$ cat src/rtl/fast_vram_pkg.sv
// Shared slot numbering, address-mux encodings and size defaults for the fast-VRAM scheduler.
// FAST_VRAM_CPU_DUAL_SLOT_EN: when defined, slot 7 is a second CPU write slot.
package fast_vram_pkg;

    localparam int PARSE_LAST_DEF = 381;
    localparam int ACTIVE_MAX_DEF = 96;

    typedef enum logic [2:0] {
        SLOT_CPU    = 3'd0,
        SLOT_PARSE  = 3'd1,
        SLOT_RENDER = 3'd2,
        SLOT_ACT_WR = 3'd3,
        SLOT_ACT_RD = 3'd4,
        SLOT_SHRINK = 3'd5,
        SLOT_IDLE   = 3'd6,
        SLOT_CPU2   = 3'd7
    } slot_e;

    typedef enum logic [1:0] {
        SEL_CPU    = 2'b00,
        SEL_PARSE  = 2'b01,
        SEL_ACT_WR = 2'b10,
        SEL_ACT_RD = 2'b11
    } addr_sel_e;

    function automatic logic is_cpu_slot(input slot_e s);
`ifdef FAST_VRAM_CPU_DUAL_SLOT_EN
        return (s == SLOT_CPU) || (s == SLOT_CPU2);
`else
        return s == SLOT_CPU;
`endif
    endfunction

endpackage

$ cat src/rtl/fast_vram_cpu_port.sv
// CPU write-request latch: holds one request, grants it in a CPU slot, acknowledges it once.
module fast_vram_cpu_port
    import fast_vram_pkg::*;
(
    input  logic  clk,
    input  logic  rst_n,
    input  logic  req_n,
    input  slot_e slot_nxt,
    output logic  grant_nxt,
    output logic  ack
);

    logic pending;
    logic grant_q;

    // A request arriving now can use the very next slot; the grant/ack window blocks re-grants.
    always_comb begin
        grant_nxt = (pending || !req_n) && !grant_q && !ack && is_cpu_slot(slot_nxt);
    end

    always_ff @(posedge clk or negedge rst_n) begin
        if (!rst_n) begin
            pending <= 1'b0;
            grant_q <= 1'b0;
            ack     <= 1'b0;
        end else begin
            grant_q <= grant_nxt;
            ack     <= grant_q;
            if (ack) begin
                pending <= 1'b0;
            end else if (!req_n) begin
                pending <= 1'b1;
            end
        end
    end

endmodule

$ cat src/rtl/fast_vram_slot_sched.sv
// Eight-slot fast-VRAM access scheduler: CPU writes, sprite parse, active-list write/read, render.
// FAST_VRAM_CPU_DUAL_SLOT_EN (see fast_vram_pkg) adds slot 7 as a CPU slot.
module fast_vram_slot_sched
    import fast_vram_pkg::*;
#(
    parameter int PARSE_LAST = PARSE_LAST_DEF,
    parameter int ACTIVE_MAX = ACTIVE_MAX_DEF
) (
    input  logic       CLK_24M,
    input  logic       nRESET,
    input  logic       NEW_LINE,
    input  logic       nVRAM_WRITE_REQ,
    input  logic       MATCH,
    input  logic       RELOAD_RD,
    output logic [2:0] SLOT,
    output logic [1:0] ADDR_SEL,
    output logic       nCWE,
    output logic       CPU_ACK,
    output logic       LATCH_PARSE,
    output logic       LATCH_RENDER,
    output logic       LATCH_ACTIVE,
    output logic       LATCH_SHRINK,
    output logic [8:0] PARSE_INDEX,
    output logic [6:0] ACTIVE_WR_ADDR,
    output logic [6:0] ACTIVE_RD_ADDR,
    output logic       PARSING_DONE,
    output logic       ACTIVE_FULL
);

    localparam logic [8:0] PARSE_LAST_V = 9'(PARSE_LAST);
    localparam logic [6:0] ACTIVE_MAX_V = 7'(ACTIVE_MAX);

    slot_e      slot_q, slot_nxt;
    addr_sel_e  sel_q, sel_nxt;
    logic       ncwe_q, act_we_q, act_we_nxt, cpu_grant_nxt;
    logic       lp_q, lr_q, la_q, ls_q, lp_nxt, lr_nxt, la_nxt, ls_nxt;
    logic [8:0] pidx_q;
    logic [6:0] wr_q, rd_q, wr_inc;
    logic       done_q, full_q, done_d, full_d;

    fast_vram_cpu_port u_cpu (
        .clk      (CLK_24M),
        .rst_n    (nRESET),
        .req_n    (nVRAM_WRITE_REQ),
        .slot_nxt (slot_nxt),
        .grant_nxt(cpu_grant_nxt),
        .ack      (CPU_ACK)
    );

    // Outputs are decoded for the upcoming slot, so the line state seen is post-NEW_LINE.
    always_comb begin
        slot_nxt   = slot_e'(slot_q + 3'd1);
        done_d     = NEW_LINE ? 1'b0 : done_q;
        full_d     = NEW_LINE ? 1'b0 : full_q;
        wr_inc     = wr_q + 7'd1;
        sel_nxt    = SEL_CPU;
        act_we_nxt = 1'b0;
        lp_nxt     = 1'b0;
        lr_nxt     = 1'b0;
        la_nxt     = 1'b0;
        ls_nxt     = 1'b0;
        case (slot_nxt)
            SLOT_PARSE:  if (!done_d) sel_nxt = SEL_PARSE;
            SLOT_RENDER: begin
                sel_nxt = SEL_ACT_RD;
                lp_nxt  = (sel_q == SEL_PARSE);
            end
            SLOT_ACT_WR: begin
                lr_nxt = 1'b1;
                if (MATCH && !done_d && !full_d) begin
                    sel_nxt    = SEL_ACT_WR;
                    act_we_nxt = 1'b1;
                end
            end
            SLOT_ACT_RD: sel_nxt = SEL_ACT_RD;
            SLOT_SHRINK: begin
                sel_nxt = SEL_ACT_RD;
                la_nxt  = 1'b1;
            end
            SLOT_IDLE:   ls_nxt = 1'b1;
            default: ;
        endcase
    end

    always_ff @(posedge CLK_24M or negedge nRESET) begin
        if (!nRESET) begin
            slot_q   <= SLOT_CPU;
            sel_q    <= SEL_CPU;
            ncwe_q   <= 1'b1;
            act_we_q <= 1'b0;
            lp_q     <= 1'b0;
            lr_q     <= 1'b0;
            la_q     <= 1'b0;
            ls_q     <= 1'b0;
        end else begin
            slot_q   <= slot_nxt;
            sel_q    <= sel_nxt;
            ncwe_q   <= !(act_we_nxt || cpu_grant_nxt);
            act_we_q <= act_we_nxt;
            lp_q     <= lp_nxt;
            lr_q     <= lr_nxt;
            la_q     <= la_nxt;
            ls_q     <= ls_nxt;
        end
    end

    always_ff @(posedge CLK_24M or negedge nRESET) begin
        if (!nRESET) begin
            pidx_q <= '0;
            wr_q   <= '0;
            rd_q   <= '0;
            done_q <= 1'b1;
            full_q <= 1'b0;
        end else begin
            if (NEW_LINE) begin
                pidx_q <= '0;
                wr_q   <= '0;
                done_q <= 1'b0;
                full_q <= 1'b0;
            end else if (slot_q == SLOT_ACT_WR && !done_q) begin
                if (act_we_q) begin
                    wr_q <= wr_inc;
                    if (wr_inc == ACTIVE_MAX_V) full_q <= 1'b1;
                end
                if (pidx_q == PARSE_LAST_V) begin
                    done_q <= 1'b1;
                end else begin
                    pidx_q <= pidx_q + 9'd1;
                end
            end
            if (RELOAD_RD) begin
                rd_q <= '0;
            end else if (slot_q == SLOT_ACT_RD) begin
                rd_q <= rd_q + 7'd1;
            end
        end
    end

    assign SLOT           = slot_q;
    assign ADDR_SEL       = sel_q;
    assign nCWE           = ncwe_q;
    assign LATCH_PARSE    = lp_q;
    assign LATCH_RENDER   = lr_q;
    assign LATCH_ACTIVE   = la_q;
    assign LATCH_SHRINK   = ls_q;
    assign PARSE_INDEX    = pidx_q;
    assign ACTIVE_WR_ADDR = wr_q;
    assign ACTIVE_RD_ADDR = rd_q;
    assign PARSING_DONE   = done_q;
    assign ACTIVE_FULL    = full_q;

endmodule

$ cat config.mk
export PLATFORM = sky130hd
export DESIGN_NAME = fast_vram_slot_sched
export DESIGN_NICKNAME = d
export VERILOG_FILES = /design/src/rtl/fast_vram_pkg.sv /design/src/rtl/fast_vram_cpu_port.sv /design/src/rtl/fast_vram_slot_sched.sv
export SDC_FILE = /design/constraint.sdc
export NUM_CORES = 1
export LEC_CHECK = 0
export CAP_MARGIN = 20
export CORE_MARGIN = 2
export CORE_UTILIZATION = 60
export CTS_BUF_LIST = sky130_fd_sc_hd__clkbuf_16
export CTS_CLUSTER_DIAMETER = 80
export DETAILED_ROUTE_END_ITERATION = 10
export DONT_BUFFER_PORTS = 1
export PLACE_DENSITY = 0.8
export SLEW_MARGIN = 20
export SYNTH_ARGS = -nofsm -noshare
export SYNTH_HDL_FRONTEND = slang
export SYNTH_HIERARCHICAL = 1
export SYNTH_SLANG_ARGS = --single-unit
$ cat constraint.sdc
create_clock -name CLK_24M -period 2.25 [get_ports CLK_24M]
set_input_delay 0.5625 -clock CLK_24M [delete_from_list [all_inputs] [get_ports CLK_24M]]
set_output_delay 0.5625 -clock CLK_24M [all_outputs]
set_load 0.02 [all_outputs]
==> reports/qor.txt, run 1 <==
layout cells sized above 1 - 10.58%
largest net degree at the start of global routing - 38
Synth Instances - 181
most common flop cell mapped by yosys - dfrtp_1
clk root buf - clkbuf_16
Max Fanout on Critical Path - 7
Clock transition at path regs - 0.06 ns
power per cell area - 694.5 nW/um^2
via count - 1415
crit path DAT - 2.32 ns
Net Count, Synth - 197
RSZ-0062 raised after global routing - false
Placement Setup Slack - 0.1751 ns
mapped cell area - 1946 sq um
Crit Path Class - reg2reg
worst vdd ir - 0.0006017 V
initial antenna violation count - 0
total CTS buffers - 5
count of different cell masters after synthesis - 43
syn avg cell area - 10.75 sq um
static leakage - 0.0009290 uW
worst-skew pair later-pin latency - 0.28 ns
FILL cells - 230
Worst setup startpoint - SLOT[1]$_DFF_PN0_
# diodes - 0
CTS max path bufs - 2
reg2reg start - SLOT[1]$_DFF_PN0_
most common cell after layout, fill and taps aside - dfrtp_1
MaxCap Viol Count - 0
Initial DRC Count - 80
setup TNS - 0 ns
max_slew headroom - 67.60%
GRT Total Usage - 23.46%
Startpoint Class - flop
Hold Vio Cnt, Final - 0
Worst Skew - 0.004365 ns
Setup crit end kind - flop
setup slack, reg-to-reg - 0.13 ns
R2R depth - 6
WL final - 3894 microns
Placement Rows - 20
GPL Wtd Cong - 0.9128
Chip Height - 60.95 microns
number of global-route vias before repair - 1364
post-cts resize count - 0
status - finished clean
number of clock sinks - 39
PortBufs - 0
CTS tree - done
nets - 204
Post-CTS Setup Repair Bufs - 0
Die ar. - 3714 sq um
HP Class - in2async
number of H-tree levels - 2
crit share post-route - 94.19%
grt total ovfl - 0
# hold bufs at CTS - 1
Fmax - 0.4719 GHz
Synth-to-Final Area Change - 11.19%
antenna viol nets, final - 0
I/O pin count - 42
drt wl/cell - 16.71 microns
Storage cell area - 978.4 sq um
Remaining DRCs - 0
Synth async-reset ratio - 100.0%
starting density of the core - 63.21%
die width - 60.95 microns
Synth Register Bits - 39
Post-synth EDFFs - 0
Seq/Total Area, Yosys - 50.29%
min Tclk post-route - 2.119 ns
first-pass GRT wire length - 6210 microns
Layout Utilization - 70.28%
commonest cells after routing, fill and taps aside - dfrtp_1 (37), nor2_1 (22), nand2_1 (14), inv_1 (11), ha_1 (10)
yosys warns - 6
Worst Setup Slack, final - 0.1308 ns
area of the multi-input gates - 890.9 sq um
Pins Over Slew Limit - 0
vias per cell - 6.073
dpl hpwl - 2772 microns
drt pass-1 iters - 4
setup violators final - 0
Data required, critical path - 2.45 ns
worst-margin pin slew - 0.4843 ns
core region area - 3078 sq um
FF-to-FF End - PARSE_INDEX[7]$_DFFE_PN0P_
==> layer usage <==
| layer | track usage (%) | wire, microns |
|---|---|---|
| met5 | 0 | 0 |
| met4 | 9.938 | 73 |
| met3 | 8.529 | 281 |
| met2 | 39.48 | 1996 |
| met1 | 27.01 | 1542 |
==> worst max path at each step <==
stage / to / slack [ns] / cells past startpoint
after floorplan: nCWE$_DFF_PN1_ / 0.37 / 6
after global placement: PARSE_INDEX[7]$_DFFE_PN0P_ / 0.27 / 6
after detailed placement: PARSE_INDEX[7]$_DFFE_PN0P_ / 0.18 / 6
after CTS: PARSE_INDEX[7]$_DFFE_PN0P_ / 0.14 / 6
after global routing: PARSE_INDEX[7]$_DFFE_PN0P_ / 0.02 / 6
final: PARSE_INDEX[7]$_DFFE_PN0P_ / 0.13 / 6
==> cells by family (layout without fill, tap and decap cells) <==
kind of cell / Yosys count / after routing / synth area share (%)
fa+ha+maj: 10 / 10 / 6.431
buf+inv: 13 / 21 / 3.923
xor+xnor: 13 / 13 / 5.852
flops: 39 / 39 / 50.29
mux: 2 / 2 / 1.029
compound gates: 29 / 29 / 11.64
simple gates: 75 / 75 / 20.84
==> metrics by stage <==
stage,hold slack [ns],power [uW],cell area [sq um],instances
final,0.1124,1502,2163,233
after detailed placement,0.2677,719.7,1977,224
after global routing,0.1131,1550,2163,233
after CTS,0.1169,1515,2163,233
after floorplan,0.2669,731.0,1946,181
after global placement,0.2676,719.5,1977,224
==> synthesized netlist by cell type (4+ instances only) <==
cell type	n	area, sq um
a21oi_1	9	45.04
dfrtp_1	37	925.9
ha_1	10	125.1
inv_1	10	37.54
nand2_1	14	52.55
nand3_1	6	30.03
nor2_1	22	82.58
nor3_1	6	30.03
o21ai_0	5	25.02
or4_1	4	30.03
xnor2_1	8	70.07
xor2_1	5	43.79
==> state kept, by name, indices dropped and copies added, names as in the netlist, 2 cells and up <==
signal / cells
SLOT: 3
ADDR_SEL: 2
ACTIVE_RD_ADDR: 7
PARSE_INDEX: 9
ACTIVE_WR_ADDR: 7
==> worst max-delay path, stage by stage (launching register included) <==
cell	delay, ns
dfrtp_1	0.53
ha_1	0.23
ha_1	0.24
nor2b_4	0.27
o211ai_4	0.12
or4_1	0.49
a21oi_1	0.16
==> final cells by class <==
type	instances	area share, %
timing repair buffer	3	1.619
multi-input combinational	129	41.18
sequential	39	45.23
inverter	10	1.735
clock inverter	3	1.909
clock buffer	5	5.784
tap	44	2.545
==> power by group <==
group / switching, uW / internal (uW)
clock: 262 / 518
sequential: 1.60 / 703
combinational: 13.4 / 5.00
Note: power is estimated with default switching activity, not from simulation.
==> run 2, diff against run 1 <==
--- a/config.mk
+++ b/config.mk
@@ -12,6 +12,7 @@
 export CTS_CLUSTER_DIAMETER = 80
 export DETAILED_ROUTE_END_ITERATION = 10
 export DONT_BUFFER_PORTS = 1
+export MAX_ROUTING_LAYER = met4
 export PLACE_DENSITY = 0.8
 export SLEW_MARGIN = 20
 export SYNTH_ARGS = -nofsm -noshare
==> run 2 against run 1 <==
Effect of this change: die area did not move; fmax is 0.17% higher; clock-buffer cell count is the same; routed wire length is 0.72% higher.
==> reports/qor.txt, run 2 (same netlist as run 1, synthesis figures left out) <==
status - finished clean
cell mode on critical path - ha_1
grt total ovfl - 0 (unchanged)
first-pass GRT wire length - 6230 microns (+0.32%)
RSZ-0062 raised after global routing - false
worst vdd ir - 0.0006017 V (about the same)
Crit Path Class - reg2reg
MaxCap Viol Count - 0 (unchanged)
top routing layer used - met4
drt pass-1 iters - 4 (unchanged)
worst-skew pair later-pin latency - 0.28 ns (about the same)
Clock transition at path regs - 0.06 ns (about the same)
Synth-to-Final Area Change - 11.19% (unchanged)
# diodes - 0 (unchanged)
Pins Over Slew Limit - 0 (unchanged)
P_sw - 279.9 uW (+1.2%)
Remaining DRCs - 0 (unchanged)
Startpoint Class - flop
CTS max path bufs - 2 (unchanged)
Die ar. - 3714 sq um (unchanged)
Initial DRC Count - 71 (-11%)
most common cell after layout, fill and taps aside - dfrtp_1
Chip Height - 60.95 microns (unchanged)
Clock power frac - 52.0% (about the same)
crit share post-route - 94.03% (-0.16 points)
commonest cells after routing, fill and taps aside - dfrtp_1 (37), nor2_1 (22), nand2_1 (14), inv_1 (11), ha_1 (10)
antenna viol nets, final - 0 (unchanged)
met3 wire len - 309 microns (+10%)
power per cell area - 696.0 nW/um^2 (+0.22%)
Max Fanout on Critical Path - 7 (unchanged)
# hold bufs at CTS - 1 (unchanged)
drt wl/cell - 16.83 microns (+0.72%)
worst-margin pin slew - 0.4875 ns (+0.003204 ns)
crit-path cells - ha_1 > ha_1 > nor2b_4 > o211ai_4 > or4_1 > a21oi_1
number of H-tree levels - 2 (unchanged)
GPL Wtd Cong - 0.9286 (+1.7%)
WHS - 0.1108 ns (-0.001515 ns)
met1 wire length - 1541 microns (about the same)
Placement Rows - 20 (unchanged)
Fmax - 0.4727 GHz (+0.17%)
die width - 60.95 microns (unchanged)
Data required, critical path - 2.45 ns (about the same)
largest net degree at the start of global routing - 38 (unchanged)
Placement Setup Slack - 0.1751 ns (unchanged)
crit path DAT - 2.32 ns (about the same)
static leakage - 0.0009290 uW (unchanged)
dpl hpwl - 2772 microns (unchanged)
starting density of the core - 63.21% (unchanged)
min Tclk post-route - 2.116 ns (-0.003530 ns)
Hold Vio Cnt, Final - 0 (unchanged)
Worst Skew - 0.006235 ns (+0.001869 ns)
switching share of power - 18.59% (+0.18 points)
Worst Setup Slack, final - 0.1343 ns (+0.003530 ns)
setup TNS - 0 ns (unchanged)
Comb power frac - 1.2% (about the same)
layout cells sized above 1 - 10.58% (unchanged)
nets - 204 (unchanged)
max FFs per register - 9 (unchanged)
setup violators final - 0 (unchanged)
number of global-route vias before repair - 1359 (-0.37%)
Setup crit end kind - flop
post-cts resize count - 0 (unchanged)
Post-CTS Setup Repair Bufs - 0 (unchanged)
sequential fraction of design power - 46.8% (about the same)
HP Class - in2async
FILL cells - 230 (unchanged)
WL final - 3922 microns (+0.72%)
CTS tree - done
vias per cell - 6.094 (+0.35%)
total CTS buffers - 5 (unchanged)
via count - 1420 (+0.35%)
core region area - 3078 sq um (unchanged)
Critical Path Max Stage Delay - 0.53 ns (about the same)
PortBufs - 0 (unchanged)
I/O pin count - 42 (unchanged)
number of clock sinks - 39 (unchanged)
WL met2 - 1994 microns (-0.10%)
GRT Total Usage - 24.35% (+0.90 points)
placed inst area - 1977 sq um (unchanged)
clk root buf - clkbuf_16
max_slew headroom - 67.39% (-0.21 points)
Max stage delay cell, worst path - dfrtp_1
internal power - 1226 uW (about the same)
design area - 2163 sq um (unchanged)
initial antenna violation count - 0 (unchanged)
==> run 2: worst paths after layout <==
check / from / endpoint / slack (ns) / cells after the start
max: SLOT[1]$_DFF_PN0_ / PARSE_INDEX[7]$_DFFE_PN0P_ / 0.13 / 6
min: nRESET / ACTIVE_RD_ADDR[2]$_DFFE_PN0P_ / 0.11 / 1
max reg2reg: SLOT[1]$_DFF_PN0_ / PARSE_INDEX[7]$_DFFE_PN0P_ / 0.13 / 6
min reg2reg: u_cpu/grant_q$_DFF_PN0_ / u_cpu/ack$_DFF_PN0_ / 0.38 / 0
max in group asynchronous: nRESET / ACTIVE_WR_ADDR[4]$_DFFE_PN0P_ / 1.95 / 1
min in group CLK_24M: NEW_LINE / ACTIVE_WR_ADDR[0]$_DFFE_PN0P_ / 0.34 / 1
==> run 2: power groups by stage <==
stage / clock [uW] / combinational, uW / sequential, uW
4_1_cts: 791 / 19.5 / 704
5_1_grt: 824 / 21.7 / 704
3_5_place_dp: 0 / 2.90 / 717
2_1_floorplan: 0 / 13.9 / 717
3_3_place_gp: 0 / 2.80 / 717
6_report: 783 / 18.5 / 704
==> run 2: layer usage <==
metal,global-route usage [%],vias up
li1,-,657
met1,27.29,702
met2,39.48,51
met3,8.742,10
met4,9.938,0
met5,-,-
==> run 2: area by class of cell <==
class	count	area [sq um]	share of cell area, %
inverters	10	37.54	1.735
clock buffers	5	125.1	5.784
repair buffers	3	35.03	1.619
flip-flops and latches	39	978.4	45.23
multi-input cells	129	890.9	41.18
well taps	44	55.05	2.545
clock inverters	3	41.29	1.909
==> run 2: through the flow <==
step	std cells	total power (uW)	utilization, %
floorplan	181	731.0	-
global placement	224	719.5	64.23
detailed placement	224	719.7	64.23
CTS	233	1515	70.28
global route	233	1550	70.28
finish	233	1506	70.28
==> run 2: critical path, delay by kind of cell, from the launching register on <==
| family | cells | cell delay (ns) |
|---|---|---|
| AND/OR/NAND/NOR | 2 | 0.76 |
| flip-flops | 1 | 0.53 |
| adder cells (fa/ha/maj) | 2 | 0.47 |
| AO/OA/AOI/OAI | 2 | 0.28 |
==> run 3, diff against run 2 <==
--- a/config.mk
+++ b/config.mk
@@ -12,6 +12,7 @@
 export CTS_CLUSTER_DIAMETER = 80
 export DETAILED_ROUTE_END_ITERATION = 10
 export DONT_BUFFER_PORTS = 1
+export GPL_ROUTABILITY_DRIVEN = 1
 export MAX_ROUTING_LAYER = met4
 export PLACE_DENSITY = 0.8
 export SLEW_MARGIN = 20
==> results of run 3 <==
Final layout, timing and power as in run 2 (identical DEF).
